`src/rtl/led_demo_pkg.sv`:
```
// rtl/led_demo_pkg.sv - shared types and constants for the LED demo scheduler
package led_demo_pkg;

    typedef enum logic [2:0] {
        IDLE,
        LAUNCH,
        RUN,
        RELEASE,
        FAULT
    } state_t;

    localparam int KEY_START = 0;
    localparam int KEY_NEXT  = 1;
    localparam int KEY_PREV  = 2;
    localparam int KEY_STOP  = 3;

    localparam logic [7:0] CMD_NONE  = 8'hFF;
    localparam logic [7:0] LED_FAULT = 8'hFF;

    function automatic logic [7:0] onehot(input logic [2:0] s);
        return 8'h01 << s;
    endfunction

endpackage

```
`src/rtl/key_debounce.sv`:
```
// rtl/key_debounce.sv - one push-key: synchroniser, debounce counter, press pulse
module key_debounce #(
    parameter int DEBOUNCE_CYCLES = 16
) (
    input  logic clk,
    input  logic rst,
    input  logic key,
    output logic press
);

    localparam int CW = $clog2(DEBOUNCE_CYCLES + 1);

    logic          sync1;
    logic          sync2;
    logic          level;
    logic          level_d;
    logic [CW-1:0] cnt;

    // The level only moves after DEBOUNCE_CYCLES consecutive disagreeing samples;
    // the press pulse is taken from the registered falling edge of that level.
    always_ff @(posedge clk) begin
        if (rst) begin
            sync1   <= 1'b1;
            sync2   <= 1'b1;
            level   <= 1'b1;
            level_d <= 1'b1;
            cnt     <= '0;
            press   <= 1'b0;
        end else begin
            sync1   <= key;
            sync2   <= sync1;
            level_d <= level;
            press   <= level_d & ~level;
            if (sync2 == level) begin
                cnt <= '0;
            end else if (cnt == CW'(DEBOUNCE_CYCLES - 1)) begin
                level <= sync2;
                cnt   <= '0;
            end else begin
                cnt <= cnt + CW'(1);
            end
        end
    end

endmodule

```
`src/rtl/led_demo_scheduler.sv`:
```
// rtl/led_demo_scheduler.sv - front-panel launcher/supervisor for eight demo modules (option: AUTO_CYCLE_EN)
module led_demo_scheduler
    import led_demo_pkg::*;
#(
    parameter int DEBOUNCE_CYCLES = 16,
    parameter int ACK_TIMEOUT     = 255
) (
    input  logic       clk,
    input  logic       rst,
    input  logic [6:0] keys,
    input  logic [7:0] feedback,
    output logic [7:0] led,
    output logic [7:0] command,
    output logic       busy,
    output logic       fault
);

    localparam logic [15:0] TMO_LAST = 16'(ACK_TIMEOUT - 1);

    state_t      state, state_n;
    logic [2:0]  sel, sel_n;
    logic [15:0] tmo, tmo_n;
    logic [7:0]  led_n, command_n;
    logic        busy_n, fault_n;
    logic        press_start, press_next, press_prev, press_stop;
    logic        ev_start, ev_next, ev_prev, ev_stop;
    logic [7:0]  sel_mask;
    logic        fb_clear, own_busy, foreign;
    logic        unused_keys;

    assign unused_keys = ^keys[6:4];

    key_debounce #(.DEBOUNCE_CYCLES(DEBOUNCE_CYCLES)) u_start (
        .clk(clk), .rst(rst), .key(keys[KEY_START]), .press(press_start));
    key_debounce #(.DEBOUNCE_CYCLES(DEBOUNCE_CYCLES)) u_next (
        .clk(clk), .rst(rst), .key(keys[KEY_NEXT]), .press(press_next));
    key_debounce #(.DEBOUNCE_CYCLES(DEBOUNCE_CYCLES)) u_prev (
        .clk(clk), .rst(rst), .key(keys[KEY_PREV]), .press(press_prev));
    key_debounce #(.DEBOUNCE_CYCLES(DEBOUNCE_CYCLES)) u_stop (
        .clk(clk), .rst(rst), .key(keys[KEY_STOP]), .press(press_stop));

    // Only the highest-priority event of a cycle survives.
    assign ev_stop  = press_stop;
    assign ev_start = press_start & ~press_stop;
    assign ev_next  = press_next & ~press_start & ~press_stop;
    assign ev_prev  = press_prev & ~press_next & ~press_start & ~press_stop;

    assign sel_mask = onehot(sel);
    assign fb_clear = (feedback == 8'hFF);
    assign own_busy = ~feedback[sel];
    assign foreign  = |(~feedback & ~sel_mask);

`ifdef AUTO_CYCLE_EN
    logic auto_armed, auto_armed_n;

    always_ff @(posedge clk) begin
        if (rst) auto_armed <= 1'b0;
        else     auto_armed <= auto_armed_n;
    end
`endif

    always_ff @(posedge clk) begin
        if (rst) begin
            state   <= IDLE;
            sel     <= 3'd0;
            tmo     <= '0;
            led     <= 8'h01;
            command <= CMD_NONE;
            busy    <= 1'b0;
            fault   <= 1'b0;
        end else begin
            state   <= state_n;
            sel     <= sel_n;
            tmo     <= tmo_n;
            led     <= led_n;
            command <= command_n;
            busy    <= busy_n;
            fault   <= fault_n;
        end
    end

    always_comb begin
        state_n = state;
        sel_n   = sel;
        tmo_n   = tmo;
`ifdef AUTO_CYCLE_EN
        auto_armed_n = auto_armed & ~ev_stop;
`endif
        case (state)
            IDLE: begin
                if (!ev_stop) begin
                    if (ev_start) begin
                        if (fb_clear) begin
                            state_n = LAUNCH;
                            tmo_n   = '0;
`ifdef AUTO_CYCLE_EN
                            auto_armed_n = 1'b1;
`endif
                        end
                    end
`ifdef AUTO_CYCLE_EN
                    else if (auto_armed && fb_clear) begin
                        state_n = LAUNCH;
                        tmo_n   = '0;
                    end
`endif
                    else if (ev_next) sel_n = sel + 3'd1;
                    else if (ev_prev) sel_n = sel - 3'd1;
                end
            end
            LAUNCH: begin
                tmo_n = tmo + 16'd1;
                // A late acknowledge on the final cycle still beats the timeout.
                if (foreign)              state_n = FAULT;
                else if (ev_stop)         state_n = RELEASE;
                else if (own_busy)        state_n = RUN;
                else if (tmo == TMO_LAST) state_n = FAULT;
            end
            RUN: begin
                if (foreign)                   state_n = FAULT;
                else if (ev_stop || !own_busy) state_n = RELEASE;
            end
            RELEASE: begin
                if (fb_clear) begin
                    state_n = IDLE;
`ifdef AUTO_CYCLE_EN
                    if (auto_armed && !ev_stop) sel_n = sel + 3'd1;
`endif
                end
            end
            FAULT: begin
                if (ev_stop) state_n = IDLE;
            end
            default: state_n = IDLE;
        endcase
    end

    always_comb begin
        led_n     = onehot(sel_n);
        command_n = CMD_NONE;
        busy_n    = 1'b0;
        fault_n   = 1'b0;
        case (state_n)
            LAUNCH, RUN: begin
                command_n = ~onehot(sel_n);
                busy_n    = 1'b1;
            end
            RELEASE: busy_n = 1'b1;
            FAULT: begin
                led_n   = LED_FAULT;
                fault_n = 1'b1;
            end
            default: ;
        endcase
    end

endmodule

```
`config.mk`:
```
export PLATFORM = sky130hd
export DESIGN_NAME = led_demo_scheduler
export DESIGN_NICKNAME = d
export VERILOG_FILES = /design/src/rtl/led_demo_pkg.sv /design/src/rtl/key_debounce.sv /design/src/rtl/led_demo_scheduler.sv
export SDC_FILE = /design/constraint.sdc
export NUM_CORES = 1
export LEC_CHECK = 0
export ABC_AREA = 0
export CORE_MARGIN = 5
export CORE_UTILIZATION = 56
export DETAILED_ROUTE_END_ITERATION = 8
export DONT_BUFFER_PORTS = 1
export GPL_TIMING_DRIVEN = 0
export PLACE_DENSITY = 0.74
export SYNTH_ARGS = -nofsm -noshare
export SYNTH_HDL_FRONTEND = slang
export SYNTH_HIERARCHICAL = 1
export SYNTH_SLANG_ARGS = --single-unit
```
`constraint.sdc`:
```
create_clock -name clk -period 1.8 [get_ports clk]
set_input_delay 0.27 -clock clk [delete_from_list [all_inputs] [get_ports clk]]
set_output_delay 0.27 -clock clk [all_outputs]
set_load 0.02 [all_outputs]
```
# Word-level counts from Yosys, hierarchy flattened
# Cells that the tools add are included.
# classes
add_sub_neg	7
mul	0
div_mod_pow	0
order_cmp	1
n_eq_ne	21
shift	2
mux	26
bitwise	26
n_reduce_logical	17
# ops
cell	count
16-bit 2-to-1 mux	3
3-bit 2-to-1 mux	16
16-bit one-hot mux with 2 select lines	1
8-bit inverter	3
5-bit by 1-bit adder with 5-bit output (second input constant)	4
5-bit by 4-bit == test with 1-bit output (second input constant)	4
16-bit by 1-bit adder with 16-bit output (second input constant)	1
16-bit by 8-bit == test with 1-bit output (second input constant)	1
1-bit by 3-bit << shifter with 8-bit output (first input constant)	2
3-bit one-hot mux with 5 select lines	1
3-bit OR reduction	5
3-bit by 2-bit == test with 1-bit output (second input constant)	4
1-bit inverter	12
1-bit bitwise AND	10
8-bit bitwise AND	1
8-bit == test (second input constant)	1
8-bit 2-to-1 mux	1
2-bit AND reduction	4
8-bit OR reduction	1
3-bit by 1-bit == test with 1-bit output (second input constant)	2
3-bit == test (second input constant)	2
2-bit != test (second input constant)	3
2-bit OR reduction	3
1-bit == test	4
other kinds (9)	11
# word_totals
reg_bits	80
latch_bits	0
ram_bits	0
mem_bits_ro	0
inputBits	17
output_inout_bits	18
elab_cells	132
memories	0

# Longest topological paths before layout
# logic_depth
word_depth	11
ltp_mapped	9
mapped_depth_nobuf	8

# By module
# The synthesis kept the hierarchy.
# modules_own_cells
module	instances	cells_each	area_per_inst_um2	seq_area_each_um2
led_demo_scheduler	1	233	2144.6	800.8
key_debounce	4	32	341.6	200.2

# Worst setup path before layout
# No wires, ideal clock.
# synth_path
kind	register to register
start	reg sel[0]
end	reg command[3]
setup_time_ps	142
arrival_time_ps	1736
t_required_ps	1658
path_slack_ps	-77
path_stages_with_launch	10
n_path_buf	1
period_less_slack_ps	1877
path_cell_list	dfxtp_1 buf_6 inv_1 ha_1 a21oi_1 a211oi_2 nand4_1 a22oi_4 xor2_4 nand4_1
# synth_via
elab_chain_cells	10
word_cells_on_any_way	27
classes_between	add/sub: 2; eq/ne: 2; shift: 2; mux: 13; bitwise: 4; reduce/logical: 4
# synth_rtl
element	line_no	rtl
start: declaration	led_demo_scheduler.sv:21	logic [2:0] sel, sel_n;
start signal: assignment	led_demo_scheduler.sv:73	sel <= sel_n;
1-bit binary-select mux with 3-bit select or 1-bit by 3-bit << shifter with 8-bit output (tied branches)	led_demo_scheduler.sv:50, led_demo_pkg.sv:21	
1-bit 2-to-1 mux (not written as such) or 8-bit inverter (tied branches)	led_demo_scheduler.sv:50, led_demo_scheduler.sv:51	
3-bit 2-to-1 mux (tied with other cells)	led_demo_scheduler.sv:116	else if (own_busy) state_n = RUN;
3-bit 2-to-1 mux (tied with other cells)	led_demo_scheduler.sv:115	else if (ev_stop) state_n = RELEASE;
3-bit 2-to-1 mux (on tied branches)	led_demo_scheduler.sv:114, led_demo_scheduler.sv:120	
3-bit one-hot mux with 5 select lines	led_demo_scheduler.sv:89	case (state)
3-bit by 1-bit == test with 1-bit output or 3-bit by 2-bit == test with 1-bit output (tied branches)	led_demo_scheduler.sv:143	case (state_n)
2-bit OR reduction	led_demo_scheduler.sv:143	
1-bit inverter (no line)	n/a	
2-bit OR reduction (no line)	n/a	
end signal: assignment	led_demo_scheduler.sv:76	command <= command_n;
end: declaration	led_demo_scheduler.sv:13	output logic [7:0] command,
# Several ways; a longest one is shown, not always the timed one. The select of a mux whose other input is x is not followed.
# A chain may end at the register's enable or synchronous reset.

# Final worst setup path
# layout_path
start	reg sel[1]
end	reg command[3]
# The elaborated chain is that of the path after synthesis.

==> results.toml <==
[cts]
cts_buffers = 9
clkLatencyLatePin_ns = 0.34
clk_pin_slew_worst_paths_ns = 0.08
cts.sinks = 80
cts_tree = "yes"
postCtsHoldBufs = 0
htreeDepth = 3
root_buffer = "clkbuf_8"
clock_path_buffers = 2

[final_layout]
finish.instance_area_mm2 = 0.00399
diodes = 0
drive_above_1_share = 0.198
num-nets-final = 414
layout.cells.non_filler = 459
fillers = 470
area_growth_syn_to_layout_pct = 13.6

[hold_path]
hold_path_class = "in2reg"
hp-start = "keys[2]"

[synthesis]
yosysMostFrequentCell = "dfxtp_1"
syn_area_per_cell_um2 = 9.73
synth_area_leader_cell = "dfxtp_1"
seq_area_frac_synth = 0.456
yosysWarnings = 6
async_reset_ff_frac = 0
syn_nets = 395
dominantRegCellSynth = "dfxtp_1"
syn_inst = 361
netlist_top_cells_count = "dfxtp_1 (80), nor2_1 (60), inv_1 (21)"
synthesis.area_mm2 = 0.00351
synth_cell_types = 60
synth_top_area_frac = 0.456
synth_area_leaders = "dfxtp_1 (46%), nor2_1 (6.4%), ha_1 (6.1%), xnor2_1 (3.5%), xor2_1 (3.2%)"
synth-edff-count = 0
ys_ff_latch = 80

[floorplanning]
dieArea_mm2 = 0.00795
num_io_pins = 35
die_x_um = 89.2
die_y_um = 89.2
start_util = 0.583
core_mm2 = 0.00603
fp-row-count = 28

[sta]
max_slew_margin = 0.669
rsz0062_at_grt = "true"
finalSetupViolCount = 19
skew_ns = 0.0130
max_freq_mhz = 487
hold_viol = 0
tightest_slew_ns = 0.496
slew_viol_final = 0
fin_ws_ns = -0.254
whs_ns = 0.0292
min_period_ns = 2.05
post-route-period-util = 1.14

[power]
p_leak_nw = 1.54
peakVddDrop_v = 0.000692
power_density_mw_per_mm2 = 790

[global_route]
grt_pass1_vias = 2452
grt_pass1_wl_um = 11100
grt_max_degree = 25
overflow = 0
antenna_found_initial = 0
track_usage = 0.178

[job]
cap_violations = 0

[place]
placed_area_mm2 = 0.00368
dp_hpwl_um = 4580
post-place-cells = 436
gp_congestion = 0.822
portBuffers = 0

[critical_path]
cpPeakStageDelay_ns = 0.39
cp_max_fo = 8
crit_type = "reg2reg"
cp.required_ns = 1.98
critPathCaptureType = "register"
path_delay_family = "compound AO/OA/AOI/OAI gates"
r2r-start = "sel[1]"
worstSetupStartpointType = "register"
cpMostUsedCell = "nand4_1"
startpoint = "sel[1]"
path_buf_inv = 1
cp_slowest_cell = "dfxtp_4"
crit_chain = "inv_4, ha_4, a21oi_1, a211oi_2, nand4_1, a22oi_4, xor2_4, nand4_1"
worstPathArrival_ns = 2.24

[drt]
drtAntennaViolNets = 0
route.detailed.drc = 0
viasPerCell = 5.54
drt_iter0_drc = 81
wl_per_cell_um = 14.0
wl_um = 6420
first_pass_iters = 4
vias = 2544

[outcome]
violations = "negative setup slack"
status = "finished, violations left"
## cell type report
type	instances	area (µm²)	share of cell area
clock inverters	5	35.0	0.00878
inverters	21	88.8	0.0223
plain buffers	6	50.0	0.0125
multi-input cells	254	1910	0.478
clock buffers	10	128	0.0320
well taps	75	93.8	0.0235
flip-flops and latches	80	1610	0.404
repair buffers	8	72.6	0.0182
## final timing paths
kind,end,cells past startpoint,slack [ns]
worst max-delay path,command[3],8,-0.25
worst min-delay path,u_prev/sync1,1,0.03
worst max register to register,command[3],8,-0.25
worst min register to register,u_start/press,2,0.40
## state kept, by name, indices dropped and copies added, names as in the netlist, 5 cells and up
| register | flops |
|---|---|
| u_prev/cnt | 5 |
| u_start/cnt | 5 |
| tmo | 16 |
| command | 8 |
| led | 8 |
| u_next/cnt | 5 |
| u_stop/cnt | 5 |
## what timing repair did
action	CTS	global route
gates resized for setup	9	6
endpoints found under the setup margin	31	35
cloned	0	0
endpoints found under the hold margin	0	0
setup buffers	5	3
pin swaps	9	8
## per-layer routing
layer  routed length (µm)  vias up  global-route usage  share of wire
li1                     -     1282                   -              -
met1                 2970     1211               0.221           0.46
met2                 3100       44               0.300           0.48
met3                  261        7              0.0415          0.041
met4                   81        0              0.0690          0.013
met5                    0        -                   0              0
## kinds of logic after synthesis
| logic type | after synthesis | synth area share |
|---|---|---|
| compound gates | 48 | 0.113 |
| xor+xnor | 28 | 0.0752 |
| fa+ha+maj | 17 | 0.0606 |
| buf+inv | 27 | 0.0353 |
| flops | 80 | 0.456 |
| mux | 5 | 0.0157 |
| simple gates | 156 | 0.244 |
## stage by stage
step | power (mW) | worst slack [ns] | TNS (ns) | utilization
finish | 3.15 | -0.254 | -2.98 | 0.662
global route | 3.31 | -0.333 | -4.90 | 0.662
CTS | 3.16 | -0.247 | -2.64 | 0.654
detailed placement | 2.06 | -0.335 | -5.03 | 0.611
global placement | 2.05 | -0.262 | -3.89 | 0.611
floorplan | 2.02 | -0.0130 | -0.0228 | -
## worst reg2reg max path, delay by kind of cell (launching register included)
kind                     cells  cell delay [ns]
AO/OA/AOI/OAI                3             0.67
flip-flops                   1             0.39
AND/OR/NAND/NOR              2             0.32
XOR/XNOR                     1             0.28
adder cells (fa/ha/maj)      1             0.14
buffers and inverters        1             0.11
## placed cells by master (no fill, tap or decap), types with 3 or more instances in the layout
cell,n
xnor2_1,14
xor2_1,13
ha_4,4
a211o_1,4
nand3_1,12
and4_1,4
a31oi_1,3
nand2_1,13
and2_1,3
dfxtp_4,3
buf_4,9
a21oi_1,6
and3_1,7
nor2_1,59
mux2i_1,4
or2_2,13
clkbuf_8,9
nand4_1,12
or3_4,4
o21ai_0,6
ha_1,13
or3_1,3
dfxtp_1,77
nor2b_1,9
inv_1,19
## where the power goes
| part | leakage, nW | switching, mW | internal [mW] |
|---|---|---|---|
| Sequential | 0.650 | 0.0293 | 1.79 |
| Combinational | 0.806 | 0.123 | 0.0970 |
| Clock | 0.0821 | 0.619 | 0.493 |
| Total | 1.54 | 0.771 | 2.38 |
Power figures use the tool's default switching activity.
